--- src/rtl/ftoi_seq.sv ---
// Sequential IEEE-754 single to int32 converter: one shift per cycle, then round and negate.
// Optional FTOI_TRUNC_EN selects truncation toward zero instead of round-to-nearest-even.
module ftoi_seq (
  input  logic        clk,
  input  logic        rst,
  input  logic        in_valid,
  output logic        in_ready,
  input  logic [31:0] a,
  output logic        out_valid,
  input  logic        out_ready,
  output logic [31:0] res,
  output logic        ovf
);

  typedef enum logic [1:0] {IDLE, SHIFT, ROUND, DONE} state_t;

  state_t      state;
  logic [31:0] mag;
  logic [4:0]  cnt;
  logic        sgn;
  logic        left;
  logic        guard;
  logic        sticky;

  logic        sa;
  logic [7:0]  ea;
  logic [22:0] fa;
  logic        rnd_up;
  logic [31:0] mag_rnd;

  assign sa = a[31];
  assign ea = a[30:23];
  assign fa = a[22:0];

  assign in_ready  = (state == IDLE);
  assign out_valid = (state == DONE);

`ifdef FTOI_TRUNC_EN
  assign rnd_up = 1'b0;
`else
  // Left path always has guard=0, so this only ever fires on the right path.
  assign rnd_up = guard & (sticky | mag[0]);
`endif

  assign mag_rnd = mag + {31'b0, rnd_up};

  always_ff @(posedge clk) begin
    if (rst) begin
      state  <= IDLE;
      res    <= 32'h0;
      ovf    <= 1'b0;
      cnt    <= 5'd0;
      mag    <= 32'h0;
      sgn    <= 1'b0;
      left   <= 1'b0;
      guard  <= 1'b0;
      sticky <= 1'b0;
    end else begin
      case (state)
        IDLE: begin
          if (in_valid) begin
            sgn    <= sa;
            mag    <= {8'b0, 1'b1, fa};
            guard  <= 1'b0;
            sticky <= 1'b0;
            if (ea < 8'd125) begin
              res   <= 32'h0;
              ovf   <= 1'b0;
              state <= DONE;
            end else if (ea == 8'd158 && fa == 23'd0 && sa) begin
              // -2^31 is exactly representable
              res   <= 32'h8000_0000;
              ovf   <= 1'b0;
              state <= DONE;
            end else if (ea >= 8'd158) begin
              res   <= sa ? 32'h8000_0000 : 32'h7FFF_FFFF;
              ovf   <= 1'b1;
              state <= DONE;
            end else if (ea >= 8'd150) begin
              left  <= 1'b1;
              cnt   <= 5'(ea - 8'd150);
              state <= SHIFT;
            end else begin
              left  <= 1'b0;
              cnt   <= 5'(8'd150 - ea);
              state <= SHIFT;
            end
          end
        end
        SHIFT: begin
          if (cnt != 5'd0) begin
            if (left) begin
              mag <= mag << 1;
            end else begin
              sticky <= sticky | guard;
              guard  <= mag[0];
              mag    <= mag >> 1;
            end
            cnt <= cnt - 5'd1;
          end else begin
            state <= ROUND;
          end
        end
        ROUND: begin
          res   <= sgn ? -mag_rnd : mag_rnd;
          ovf   <= 1'b0;
          state <= DONE;
        end
        DONE: begin
          if (out_ready) state <= IDLE;
        end
        default: state <= IDLE;
      endcase
    end
  end

endmodule

--- config.mk ---
export PLATFORM = sky130hd
export DESIGN_NAME = ftoi_seq
export DESIGN_NICKNAME = d
export VERILOG_FILES = /design/src/rtl/ftoi_seq.sv
export SDC_FILE = /design/constraint.sdc
export NUM_CORES = 1
export LEC_CHECK = 0
export ABC_AREA = 0
export BUFFER_PORTS_ARGS = -buffer_cell sky130_fd_sc_hd__buf_2
export CORE_MARGIN = 3
export CORE_UTILIZATION = 40
export CTS_CLUSTER_SIZE = 12
export DETAILED_ROUTE_END_ITERATION = 6
export MAX_ROUTING_LAYER = met4
export SYNTH_ARGS = -nofsm -noshare
export SYNTH_HDL_FRONTEND = slang
export SYNTH_SLANG_ARGS = --single-unit
--- constraint.sdc ---
create_clock -name clk -period 3.1 [get_ports clk]
set_input_delay 0.155 -clock clk [delete_from_list [all_inputs] [get_ports clk]]
set_output_delay 0.155 -clock clk [all_outputs]
set_load 0.005 [all_outputs]
Yosys cells after proc, flatten, opt, wreduce, memory -nomap -nowiden
Cells that the tools add are included.
- logic and storage cells: 88
- output and inout bits: 35
- bits of input ports: 36
- flip-flop bits (word level): 76
- reductions and logical operators: 14
- bitwise operators: 6
- multiplexer cells: 38
- $add $sub $neg: 5
- order comparisons: 3
- eq/ne operators: 13
- operator list (operator ; count):
    $mux W32 ; 9
    $pmux W32 S2 ; 2
    $add A32 B1 Y32 ; 1
    $neg A32 Y32 ; 1
    $mux W5 ; 6
    $logic_not A23 Y1 ; 1
    $ge A8 B8 Y1 const B ; 2
    $ne A2 B2 Y1 const B ; 7
    $mux W2 ; 6
    $mux W1 ; 10
    $pmux W5 S2 ; 1
    $reduce_and A3 Y1 ; 3
    $eq A8 B8 Y1 const B ; 1
    $lt A8 B7 Y1 const B ; 1
    $pmux W2 S4 ; 1
    $pmux W1 S2 ; 3
    $reduce_and A6 Y1 ; 1
    $reduce_and A5 Y1 ; 1
    $reduce_bool A5 Y1 ; 1
    $sub A5 B1 Y5 const B ; 1
    $sub A5 B5 Y5 const A ; 1
    $sub A5 B5 Y5 const B ; 1
    $eq A2 B2 Y1 const B ; 2
    $ne A4 B1 Y1 const B ; 1
    10 further kinds ; 15

Logic depth before layout (Yosys ltp)
Gate-level depths: netlist of run 1.
- word-level depth: 7
- mapped depth: 13
- mapped depth without buffers: 11

Least setup slack after synthesis of run 1
OpenSTA, ideal clock, no wires.
- kind: register to register
- start: register mag[0]
- end: register res[30]
- clock period less this slack: 3.213 ns
- buffers on the path: 2
- library setup time: 0.062 ns
- data arrival time: 3.151 ns
- data required time: 3.038 ns
- slack: -0.113 ns
- cell stages (with the launch flop): 14
- path through: dfxtp_1 -> o21a_1 -> ha_1 -> ha_1 -> buf_2 -> and2_1 -> nand2_1 -> nor3_2 -> xnor2_2 -> nand4b_4 -> or4_1 -> clkbuf_2 -> or4_1 -> nand3_1
- word-level cells in the longest chain between the ends: 6
- RTL lines (what ; RTL line ; text):
    from (decl) ; 18 ; logic [31:0] mag;
    from (signal assigned) ; 63 ; mag <= {8'b0, 1'b1, fa};
    from (signal assigned) ; 93 ; mag <= mag << 1;
    from (signal assigned) ; 97 ; mag <= mag >> 1;
    $or A1 B1 Y1 ; 42 ; assign rnd_up = guard & (sticky | mag[0]);
    $and A1 B1 Y1 ; 42 ;
    $add A32 B1 Y32 (*) ; 45 ; assign mag_rnd = mag + {31'b0, rnd_up};
    $neg A32 Y32 ; 105 ; res <= sgn ? -mag_rnd : mag_rnd;
    $mux W32 (*) ; 105 ;
    $pmux W32 S2 (*) ; 59 ; case (state)
    to (signal assigned) ; 76 ; res <= sa ? 32'h8000_0000 : 32'h7FFF_FFFF;
    to (signal assigned) ; 105 ;
    to (decl) ; 11 ; output logic [31:0] res,
Every way passes the cells marked *; elsewhere a longest branch is shown, timed or not.
A chain may end at the register's enable or synchronous reset.

Worst setup path in the final report of run 1
- start: register mag[0]
- end: register res[24]
Same word-level chain as after synthesis.

==> results of run 1 <==
==> report_power, final <==
group          leakage, uW  switching [uW]  total [uW]  internal (uW)
Sequential        0.000625             344        1680           1340
Clock             0.000163             426        1210            788
Combinational      0.00181            2240        3820           1570
Total              0.00260            3010        6710           3700
==> logic make-up (layout without fill, tap and decap cells) <==
| group | count (synthesis) | count (layout) | share of synthesized area |
|---|---|---|---|
| XOR/XNOR | 53 | 53 | 0.0849 |
| buffers and inverters | 86 | 162 | 0.0679 |
| AO/OA/AOI/OAI | 191 | 191 | 0.212 |
| flip-flops | 76 | 76 | 0.265 |
| multiplexers | 34 | 34 | 0.0609 |
| adder cells (fa/ha/maj) | 13 | 13 | 0.0284 |
| AND/OR/NAND/NOR | 320 | 320 | 0.281 |
==> worst paths after layout <==
path | slack (ns) | to | cells after the start
worst max-delay path | 0.16 | res[24] | 11
worst min-delay path | 0.12 | sgn | 3
worst max register to register | 0.16 | res[24] | 11
worst min register to register | 0.48 | mag[31] | 2
==> registers in the layout, summed over array words and instances, names as in the netlist <==
register  flops
ovf           1
cnt           5
left          1
guard         1
state         2
sticky        1
sgn           1
res          32
mag          32
==> metal layers <==
metal  part of all wire  vias to the layer above  wire, um
met5                  0                        -         0
met4              0.018                        0       291
met3              0.045                       24       742
met2               0.42                      143      7010
met1               0.51                     2743      8520
li1                   -                     2925         -
==> placed cells by master, fill, tap and decap left out, types with 5 or more instances in the layout <==
master                      count
sky130_fd_sc_hd__a21oi_1       68
sky130_fd_sc_hd__o21ai_0       31
sky130_fd_sc_hd__xnor2_1       36
sky130_fd_sc_hd__or4_1          6
sky130_fd_sc_hd__mux2_2         7
sky130_fd_sc_hd__a311oi_1       9
sky130_fd_sc_hd__o211ai_1      28
sky130_fd_sc_hd__a31oi_1       11
sky130_fd_sc_hd__nand3_1       35
sky130_fd_sc_hd__and2_1         6
sky130_fd_sc_hd__buf_4         54
sky130_fd_sc_hd__xor2_1        14
sky130_fd_sc_hd__dfxtp_1       74
sky130_fd_sc_hd__or3_1         12
sky130_fd_sc_hd__o31ai_1        5
sky130_fd_sc_hd__nor3_1        37
sky130_fd_sc_hd__buf_2         70
sky130_fd_sc_hd__nand2b_1       6
sky130_fd_sc_hd__ha_1          10
sky130_fd_sc_hd__nor2_1        65
sky130_fd_sc_hd__and4_1         5
sky130_fd_sc_hd__nand2_1       97
sky130_fd_sc_hd__inv_1         21
sky130_fd_sc_hd__nand4_1       17
sky130_fd_sc_hd__clkbuf_16      9
sky130_fd_sc_hd__mux2i_1       27
==> cell type report <==
cell class | instances | area (um^2) | area share
clock inverter | 6 | 111 | 0.0163
clock buffer | 10 | 229 | 0.0335
sequential | 76 | 1520 | 0.223
inverter | 21 | 78.8 | 0.0115
multi-input combinational | 611 | 3890 | 0.570
timing repair buffer | 125 | 767 | 0.112
tap | 180 | 225 | 0.0330
==> stage by stage <==
stage                     hold WS [ns]  instance area (um^2)  power [uW]
after global placement           0.464                  6400        5320
after detailed placement         0.473                  6400        5390
final                            0.121                  6830        6710
after CTS                        0.107                  6750        6630
after global routing             0.138                  6830        7230
after floorplan                  0.303                  5740        4150
==> repair_timing <==
item                       CTS  global route
buffers inserted             0             3
setup endpoints to repair    0            12
resized for setup            0            16
==> worst register-to-register path: cells and delay by family, from the launching register on <==
family | cells | cell delay [ns]
compound gates | 5 | 1.03
fa+ha+maj | 2 | 0.39
buf+inv | 1 | 0.17
flops | 1 | 0.32
simple gates | 3 | 0.97
==> impl_results.rst, run 1 <==
.. list-table::
   :header-rows: 1

   * - Metric
     - Value
   * - Portion of the post-synthesis area used by sequential elements
     - 0.265
   * - Number of buffers added to fix hold violations after cts
     - 0
   * - Fill cell total of the finished layout
     - 1,388
   * - Number of antenna violations at the first check in global routing
     - 0
   * - Met3 layer usage reported by global route
     - 0.0382
   * - Worst Max-Slew Pin Slew
     - around 1.2 ns
   * - Kind of capture point of the worst setup path
     - register
   * - Post-detailed-placement half-perimeter wirelength
     - 12,200 um
   * - CTS Root Buffer Type
     - sky130_fd_sc_hd__clkbuf_16
   * - Pre-antenna DRT Iters
     - 5
   * - Most Used Layer, Global Route
     - met2
   * - Commonest cells in the synthesized netlist
     - 97 x sky130_fd_sc_hd__nand2_1, 76 x sky130_fd_sc_hd__dfxtp_1, 69 x sky130_fd_sc_hd__a21oi_1
   * - Number of I/O port buffers
     - 70
   * - Pin count of the biggest net entering global routing
     - 58
   * - Buffers from clock root to sink, at most
     - 2
   * - Hold path startpoint
     - in_valid
   * - Post-synthesis average cell area
     - around 7.4 um^2
   * - Share of flip-flops with an asynchronous set or reset after synthesis
     - 0
   * - Most numerous cell in the Yosys netlist
     - sky130_fd_sc_hd__nand2_1
   * - Post-layout min period
     - 2.94 ns
   * - Drc violations
     - 0
   * - Via count of the first global-routing pass
     - 5,376
   * - Dominant cell type by area after synthesis
     - sky130_fd_sc_hd__dfxtp_1
   * - Fraction of the cycle the final worst path needs
     - 0.949
   * - Fin Setup TNS
     - 0 ns
   * - Placed instance count
     - 1,010
   * - Critical Path Fanout Max
     - 6
   * - Biggest cell delay along the critical path
     - 0.55 ns
   * - Later-pin clock latency in the skew report
     - 0.35 ns
   * - PD cells
     - 983 nW/um^2
   * - Fin util
     - 0.490
   * - Number of standard cells after synthesis
     - 773
   * - Synth Warn #
     - 0
   * - Arrival time of data at the critical path endpoint
     - between 3 and 4 ns
   * - Critical setup path kind
     - reg -> reg
   * - Launching instance or port of the critical path
     - mag[0]
   * - ANT nets after route
     - 0
   * - CTS tree
     - done
   * - Final setup violating endpoints
     - 0
   * - Post-layout net count
     - 893
   * - Overflow left after global routing
     - 0
   * - Setup repair after global routing missed its margin
     - no
   * - Clock-pin slew of the registers on the worst-case setup and hold paths
     - roughly 0.060 ns
   * - Syn nets
     - a little over 800
   * - Wire length of the first global-routing pass
     - roughly 27,000 um
   * - Min-delay worst type
     - in -> reg
   * - Final wirelength
     - 16,600 um
   * - DR vias
     - approximately 6,000
   * - Final slew viol count
     - 0
   * - Top cell type's share of synthesized area
     - 0.265
   * - Final Hold Viols
     - 0
   * - Number of DRC markers after the initial detailed-route iteration
     - 382
   * - Met2 routing resource usage after global routing
     - 0.306
   * - Die height
     - 126 um
   * - Post-synth EDFFs
     - 0
   * - Vias per cell
     - around 5.7
   * - Met1 Usage GRT
     - 0.299
   * - Status
     - finished, final reports clean
   * - R2R Path Start
     - mag[0]
   * - Peak supply drop
     - 0.000474 V
   * - Kind of cell adding the most delay to the critical path
     - compound AO/OA/AOI/OAI gates
   * - Floorplan die width
     - 126 um
   * - Maximum level of the CTS H-tree
     - 3
   * - Cell Chain, Critical Path
     - o21a_1, ha_2, ha_4, a311o_1, o21ai_0, a31o_1, o2111ai_4, or4_4, buf_4, or3_1, nand3_1
   * - Global-route total usage across every layer
     - 0.210
   * - Initial core utilization
     - 0.412
   * - Distinct cells, synth
     - 64
   * - Maximum clock frequency
     - 340 MHz
   * - Minimum setup slack after placement
     - 0.0665 ns
   * - Cell Rows
     - 43
   * - CP Data Required Time
     - 3.39 ns
   * - Sort of element at the start of the critical path
     - register
   * - Max-cap viol count
     - 0
   * - Number of ports placed on the die boundary
     - 71
   * - Routability Congestion
     - 0.905
   * - Worst Setup Slack, final
     - approximately 0.16 ns
   * - Area delta synth->final
     - 19.1%
   * - Dominant cells by area after synthesis
     - sky130_fd_sc_hd__dfxtp_1 27%, sky130_fd_sc_hd__nand2_1 6.3%, sky130_fd_sc_hd__a21oi_1 6.0%
   * - Post-route insts no fill
     - 1,029
   * - Leakage power of the design
     - 0.00260 uW
   * - Number of buffers inserted during clock tree synthesis
     - 9
   * - Area of the die
     - 15,800 um^2
   * - Area of the core
     - 13,900 um^2
   * - Critical Path Slowest Stage Cell
     - sky130_fd_sc_hd__or4_4
   * - Sink count of the clock tree
     - 76
   * - Post-synth top flop
     - sky130_fd_sc_hd__dfxtp_1
   * - Synth Register Bits
     - 76
   * - Post-synthesis cell area
     - between 5000 and 6000 um^2
   * - Buffer and inverter count on the worst path
     - 1
   * - Worst Clk Skew
     - about 0.011 ns
   * - WL/cell
     - between 15 and 20 um
   * - Total inserted antenna cells
     - 0
   * - Remaining max-slew budget at the tightest pin
     - 0.175
   * - Share of final-layout standard cells stronger than drive strength 1
     - 0.213
No activity file was read; power rests on OpenSTA's default activity.
==> run 2, diff against run 1 <==
- CORE_UTILIZATION: 40 -> 30
==> run 2 against run 1 <==
The run now ends with design-rule violations left. First-iteration DRC count rose by 71%. Clock-buffer cell count up 3. Setup slack got worse by 0.015 ns. Cell count rose by 4.1%. Highest routed layer unchanged. Critical path depth stayed put. Power fell by 3.6%. Largest cell class unchanged. Worst hold slack lost 0.0030 ns. Critical endpoint unchanged. Global-route usage shrank 4.6 points. Register-to-register slack hardly changed. Maximum frequency is 0.50% lower. Sequential share of layout area about the same.
==> impl_results.rst, run 2 (synthesis gave the netlist of run 1 again) <==
.. list-table::
   :header-rows: 1

   * - Metric
     - Value
   * - Share of total power in the clock network
     - 0.155 (-0.026)
   * - Kind of capture point of the worst setup path
     - register
   * - Buffers from clock root to sink, at most
     - 2 (unchanged)
   * - Register share of total power
     - 0.252 (+0.002)
   * - Final slew viol count
     - 0 (unchanged)
   * - CTS Root Buffer Type
     - sky130_fd_sc_hd__clkbuf_16
   * - Worst hold margin
     - 0.118 ns (-0.00304 ns)
   * - Worst Max-Slew Pin Slew
     - 1.07 ns (-0.171 ns)
   * - Vias per cell
     - 5.37 (-5.2%)
   * - Sort of element at the start of the critical path
     - register
   * - Proportion of power drawn by combinational gates
     - 0.592 (+0.023)
   * - Area delta synth->final
     - 18.8%
   * - Critical Path Fanout Max
     - 6 (unchanged)
   * - Die height
     - 144 um (+15%)
   * - Area of the core
     - 18,400 um^2 (+32%)
   * - Initial core utilization
     - 0.312 (-0.0997)
   * - Critical setup path kind
     - reg -> reg
   * - Routability Congestion
     - 0.848 (-6.3%)
   * - Total inserted antenna cells
     - 0 (unchanged)
   * - Fin util
     - 0.370 (-0.120)
   * - ANT nets after route
     - 0 (unchanged)
   * - Cell Rows
     - 49 (+14%)
   * - Floorplan die width
     - 144 um (+15%)
   * - Post-layout min period
     - 2.96 ns (+0.0147 ns)
   * - Peak supply drop
     - 0.000394 V (-17%)
   * - Final setup violating endpoints
     - 0 (unchanged)
   * - Maximum level of the CTS H-tree
     - 3 (unchanged)
   * - Most frequent cells in the layout
     - 96 x sky130_fd_sc_hd__nand2_1, 75 x sky130_fd_sc_hd__dfxtp_1, 70 x sky130_fd_sc_hd__buf_2
   * - Area of the die
     - 20,800 um^2 (+32%)
   * - Drc violations
     - 1 (+1)
   * - Internal power of the cells
     - 3480 uW (-5.8%)
   * - Failing checks
     - design-rule violations
   * - Minimum setup slack after placement
     - 0.0354 ns (-0.0312 ns)
   * - Number of ports placed on the die boundary
     - 71 (unchanged)
   * - Switching power share of the total
     - 0.461 (+0.0126)
   * - Share of final-layout standard cells stronger than drive strength 1
     - 0.215 (+0.00177)
   * - Global-route total usage across every layer
     - 0.164 (-0.0464)
   * - Number of I/O port buffers
     - 70 (unchanged)
   * - Remaining max-slew budget at the tightest pin
     - 0.289 (+0.114)
   * - Maximum clock frequency
     - 338 MHz (-0.50%)
   * - Number of DRC markers after the initial detailed-route iteration
     - 653 (+71%)
   * - Placed instance count
     - 1,053 (+4.3%)
   * - Overflow left after global routing
     - 0 (unchanged)
   * - Most common library cell in the layout ignoring fill and taps
     - sky130_fd_sc_hd__nand2_1
   * - DR vias
     - 5,756 (-1.4%)
   * - Fraction of the cycle the final worst path needs
     - 0.954 (+0.00476)
   * - Max-cap viol count
     - 0 (unchanged)
   * - CTS tree
     - done
   * - CP Data Required Time
     - 3.38 ns (about the same)
   * - Sw power
     - 2980 uW (-0.93%)
   * - Sink count of the clock tree
     - 76 (unchanged)
   * - Number of antenna violations at the first check in global routing
     - 0 (unchanged)
   * - Final Hold Viols
     - 0 (unchanged)
   * - Post-layout net count
     - 886 (-0.78%)
   * - Wire length of the first global-routing pass
     - 26,800 um (-0.61%)
   * - Status
     - finished, violations left
   * - Min-delay worst type
     - in -> reg
   * - Post-route insts no fill
     - 1,071 (+4.1%)
   * - Worst Setup Slack, final
     - 0.143 ns (-0.0147 ns)
   * - Final wirelength
     - 16,800 um (+1.4%)
   * - Pre-antenna DRT Iters
     - 7 (+2)
   * - WL/cell
     - 15.7 um (-2.6%)
   * - Later-pin clock latency in the skew report
     - 0.35 ns (about the same)
   * - Via count of the first global-routing pass
     - 5,072 (-5.7%)
   * - Clock-pin slew of the registers on the worst-case setup and hold paths
     - 0.06 ns (about the same)
   * - Post-detailed-placement half-perimeter wirelength
     - 12,300 um (+1.2%)
   * - Registers with the most flip-flops
     - mag: 32 flops, res: 32 flops, cnt: 5 flops
   * - Arrival time of data at the critical path endpoint
     - 3.24 ns (about the same)
   * - Pin count of the biggest net entering global routing
     - 65 (+12%)
   * - Leakage power of the design
     - 0.00253 uW (-2.8%)
   * - Worst Clk Skew
     - 0.00799 ns (-0.00267 ns)
   * - PD cells
     - 950 nW/um^2 (-3.4%)
   * - Number of buffers inserted during clock tree synthesis
     - 9 (unchanged)
-- run 2: area by class of cell --
cell class              instances  area, um^2
multi-input cells             611        3930
well taps                     229         287
flip-flops and latches         76        1520
clock inverters                 3        21.3
repair buffers                118         711
fillers                      1952       11600
inverters                      21        78.8
clock buffers                  13         260
-- run 2: metrics by stage --
step	setup TNS [ns]	cell area, um^2	power [uW]
2_1_floorplan	0	5740	4150
3_3_place_gp	0	6420	5290
3_5_place_dp	0	6420	5310
4_1_cts	0	6700	6350
5_1_grt	-0.0172	6810	7050
6_report	0	6810	6470
-- run 2: repair_timing --
action / 4_1_cts / 5_1_grt
setup endpoints to repair: 0 / 12
setup buffers: 0 / 2
hold buffers: 0 / 0
gates resized for setup: 0 / 25
-- run 2: worst paths after layout --
| check | startpoint | end | slack (ns) | cells after the start |
|---|---|---|---|---|
| setup / recovery | mag[0] | res[24] | 0.14 | 11 |
| setup reg to reg | mag[0] | res[24] | 0.14 | 11 |
| hold reg to reg | ovf | ovf | 0.47 | 2 |
| hold / removal | in_valid | sgn | 0.12 | 3 |
-- run 2: worst max-delay path, cell delays in order, from the launching register on --
cell and delay (ns):
sky130_fd_sc_hd__dfxtp_2 0.33, sky130_fd_sc_hd__o21a_1 0.18, sky130_fd_sc_hd__ha_2 0.19, sky130_fd_sc_hd__buf_4 0.16
sky130_fd_sc_hd__nand3_1 0.19, sky130_fd_sc_hd__o21ai_0 0.15, sky130_fd_sc_hd__a211oi_2 0.37, sky130_fd_sc_hd__o2111ai_4 0.18
sky130_fd_sc_hd__or4_4 0.55, sky130_fd_sc_hd__buf_4 0.16, sky130_fd_sc_hd__or3_1 0.36, sky130_fd_sc_hd__nand3_1 0.07
-- run 2: layer usage --
layer	part of all wire	global-route usage	wire length (um)	up-vias
li1	-	-	-	2922
met1	0.52	0.247	8680	2653
met2	0.41	0.224	6940	163
met3	0.054	0.0268	913	18
met4	0.015	0.0437	246	0
met5	0	-	0	-
-- run 2: power groups by stage --
stage	registers [uW]	logic [uW]	clock network, uW
after floorplan	1580	2570	0
after global placement	1640	3650	0
after detailed placement	1640	3670	0
after CTS	1630	3690	1030
after global routing	1690	4290	1070
final	1630	3830	1010
==> run 3, diff against run 2 <==
- CORE_UTILIZATION: 30 -> 54
- PLACE_DENSITY: default -> 0.88
==> run 3 against run 2 <==
The flow now finishes without violations. Critical path type unchanged. Routed wire length is 7.8% lower. Sequential cell count stayed put. Maximum frequency is 2.9% lower. Cell count is 10% lower. Combinational power is 3% lower.
==> impl_results.rst, run 3 (synthesis gave the netlist of run 1 again) <==
.. list-table::
   :header-rows: 1

   * - Metric
     - Value
   * - Registers with the most flip-flops
     - mag: 32 flops, res: 32 flops, cnt: 5 flops
   * - Area of the die
     - 11,900 um^2 (-43%)
   * - Setup repair after global routing missed its margin
     - yes
   * - Routability Congestion
     - 0.965 (+14%)
   * - Buffers from clock root to sink, at most
     - 2 (unchanged)
   * - Minimum setup slack after placement
     - 0.0344 ns (-0.000993 ns)
   * - PD cells
     - 941 nW/um^2 (-0.84%)
   * - Final Hold Viols
     - 0 (unchanged)
   * - Die height
     - 109 um (-24%)
   * - Peak supply drop
     - 0.000597 V (+51%)
   * - Min-delay worst type
     - in -> reg
   * - Max-cap viol count
     - 0 (unchanged)
   * - Total inserted antenna cells
     - 0 (unchanged)
   * - Cell area after layout
     - 6530 um^2 (-4.2%)
   * - Number of antenna violations at the first check in global routing
     - 0 (unchanged)
   * - Critical Path Fanout Max
     - 6 (unchanged)
   * - CP Data Required Time
     - 3.38 ns (about the same)
   * - Later-pin clock latency in the skew report
     - 0.35 ns (about the same)
   * - Initial core utilization
     - 0.571 (+0.259)
   * - Most frequent cells in the layout
     - 97 x sky130_fd_sc_hd__nand2_1, 74 x sky130_fd_sc_hd__dfxtp_1, 70 x sky130_fd_sc_hd__buf_2
   * - Final slew viol count
     - 0 (unchanged)
   * - Number of DRC markers after the initial detailed-route iteration
     - 484 (-26%)
   * - DR vias
     - 5,896 (+2.4%)
   * - Maximum clock frequency
     - 328 MHz (-2.9%)
   * - Total cell area at the placement stage
     - 6250 um^2 (-2.7%)
   * - Critical Path Slowest Stage Cell
     - sky130_fd_sc_hd__or4_1
   * - Biggest cell delay along the critical path
     - 0.58 ns (+0.03 ns)
   * - Global-route total usage across every layer
     - 0.259 (+0.0954)
   * - CTS tree
     - done
   * - Vias per cell
     - 6.14 (+14%)
   * - Floorplan die width
     - 109 um (-24%)
   * - Sink count of the clock tree
     - 76 (unchanged)
   * - Leakage power of the design
     - 0.00244 uW (-3.5%)
   * - Most common library cell in the layout ignoring fill and taps
     - sky130_fd_sc_hd__nand2_1
   * - Area of the core
     - 10,000 um^2 (-45%)
   * - Hold path startpoint
     - in_valid
   * - Clock-pin slew of the registers on the worst-case setup and hold paths
     - 0.08 ns (+0.02 ns)
   * - Via count of the first global-routing pass
     - 5,040 (-0.63%)
   * - Worst Clk Skew
     - 0.0149 ns (+0.00692 ns)
   * - Pre-antenna DRT Iters
     - 5 (-2)
   * - Post-layout net count
     - 875 (-1.2%)
   * - R2R Path Start
     - mag[0]
   * - ANT nets after route
     - 0 (unchanged)
   * - Post-layout min period
     - 3.05 ns (+0.0886 ns)
   * - WL/cell
     - 16.1 um (+2.8%)
   * - Cell Rows
     - 36 (-27%)
   * - Kind of capture point of the worst setup path
     - register
   * - Launching instance or port of the critical path
     - mag[0]
   * - CTS Root Buffer Type
     - sky130_fd_sc_hd__clkbuf_8
   * - Pin count of the biggest net entering global routing
     - 66 (+1.5%)
   * - Fraction of the cycle the final worst path needs
     - 0.982 (+0.0286)
   * - Maximum level of the CTS H-tree
     - 3 (unchanged)
   * - Drc violations
     - 0 (-1)
   * - Final setup violating endpoints
     - 0 (unchanged)
   * - Worst Setup Slack, final
     - 0.0549 ns (-0.0886 ns)
   * - Arrival time of data at the critical path endpoint
     - 3.33 ns (+0.09 ns)
   * - Number of ports placed on the die boundary
     - 71 (unchanged)
   * - Number of buffers added to fix hold violations after cts
     - 0 (unchanged)
   * - Status
     - finished, final reports clean
   * - Sort of element at the start of the critical path
     - register
   * - Number of buffers inserted during clock tree synthesis
     - 9 (unchanged)
   * - Wire length of the first global-routing pass
     - 24,500 um (-8.6%)
   * - Worst Max-Slew Pin Slew
     - 1.18 ns (+0.119 ns)
   * - Critical setup path kind
     - reg -> reg
   * - Remaining max-slew budget at the tightest pin
     - 0.210 (-0.0790)
   * - Cell Chain, Critical Path
     - o21a_1, ha_2, ha_4, a311o_1, o21ai_0, a31o_1, o2111ai_4, or4_1, buf_4, or3_1, nand3_1
   * - Share of final-layout standard cells stronger than drive strength 1
     - 0.202 (-0.0133)
   * - Final wirelength
     - 15,500 um (-7.8%)
   * - Overflow left after global routing
     - 0 (unchanged)
   * - Area delta synth->final
     - 13.8%
   * - Number of I/O port buffers
     - 70 (unchanged)
   * - Post-detailed-placement half-perimeter wirelength
     - 10,800 um (-12%)
run 3: cell types whose count changed in the layout (fill, tap and decap cells not counted), sizes merged:
cell | previous run | this run
buf | 118 | 107
clkinvlp | 1 | 0
clkbuf | 13 | 10
bufinv | 0 | 1
run 3: report_power, final:
group          switching [uW]  leakage (uW)  internal, uW
clock                     364     0.0000939           378
combinational            2220       0.00172          1500
sequential                345      0.000625          1340
run 3: per-layer routing:
layer,GRT usage,share of wire
met1,0.369,0.46
met2,0.380,0.44
met3,0.0462,0.080
met4,0.0640,0.015
met5,-,0
run 3: metrics by stage:
stage / TNS (ns) / power, uW / std cells / hold WS [ns] / util
6_report: 0 / 6140 / 961 / 0.106 / 0.650
5_1_grt: -0.0758 / 6610 / 961 / 0.105 / 0.650
4_1_cts: -0.00163 / 5960 / 961 / 0.106 / 0.640
3_5_place_dp: 0 / 5200 / 948 / 0.452 / 0.622
3_3_place_gp: 0 / 5120 / 948 / 0.439 / 0.622
2_1_floorplan: 0 / 4150 / 773 / 0.303 / -
run 3: timing repair:
action | 4_1_cts | 5_1_grt
gates resized for setup | 2 | 22
setup buffers | 0 | 0
setup endpoints to repair | 2 | 10
pin swaps | 0 | 8
run 3: final cells by class:
| cell class | instances | area, um^2 |
|---|---|---|
| clock buffer | 10 | 138 |
| clock inverter | 3 | 40.0 |
| fill | 878 | 3520 |
| inverter | 21 | 78.8 |
| multi-input combinational | 611 | 3940 |
| sequential | 76 | 1520 |
| tap | 133 | 166 |
| timing repair buffer | 107 | 641 |
run 3: final timing paths:
check / endpoint / slack (ns) / cells past startpoint
setup / recovery: res[24] / 0.05 / 11
hold / removal: sgn / 0.11 / 3
setup reg to reg: res[24] / 0.05 / 11
hold reg to reg: ovf / 0.46 / 2
run 3: worst max-delay path: cells and delay by family (launching register included):
family                   cells  cell delay (ns)
flip-flops                   1             0.33
AO/OA/AOI/OAI                5             1.06
adder cells (fa/ha/maj)      2             0.37
AND/OR/NAND/NOR              3             1.02
buffers and inverters        1             0.18
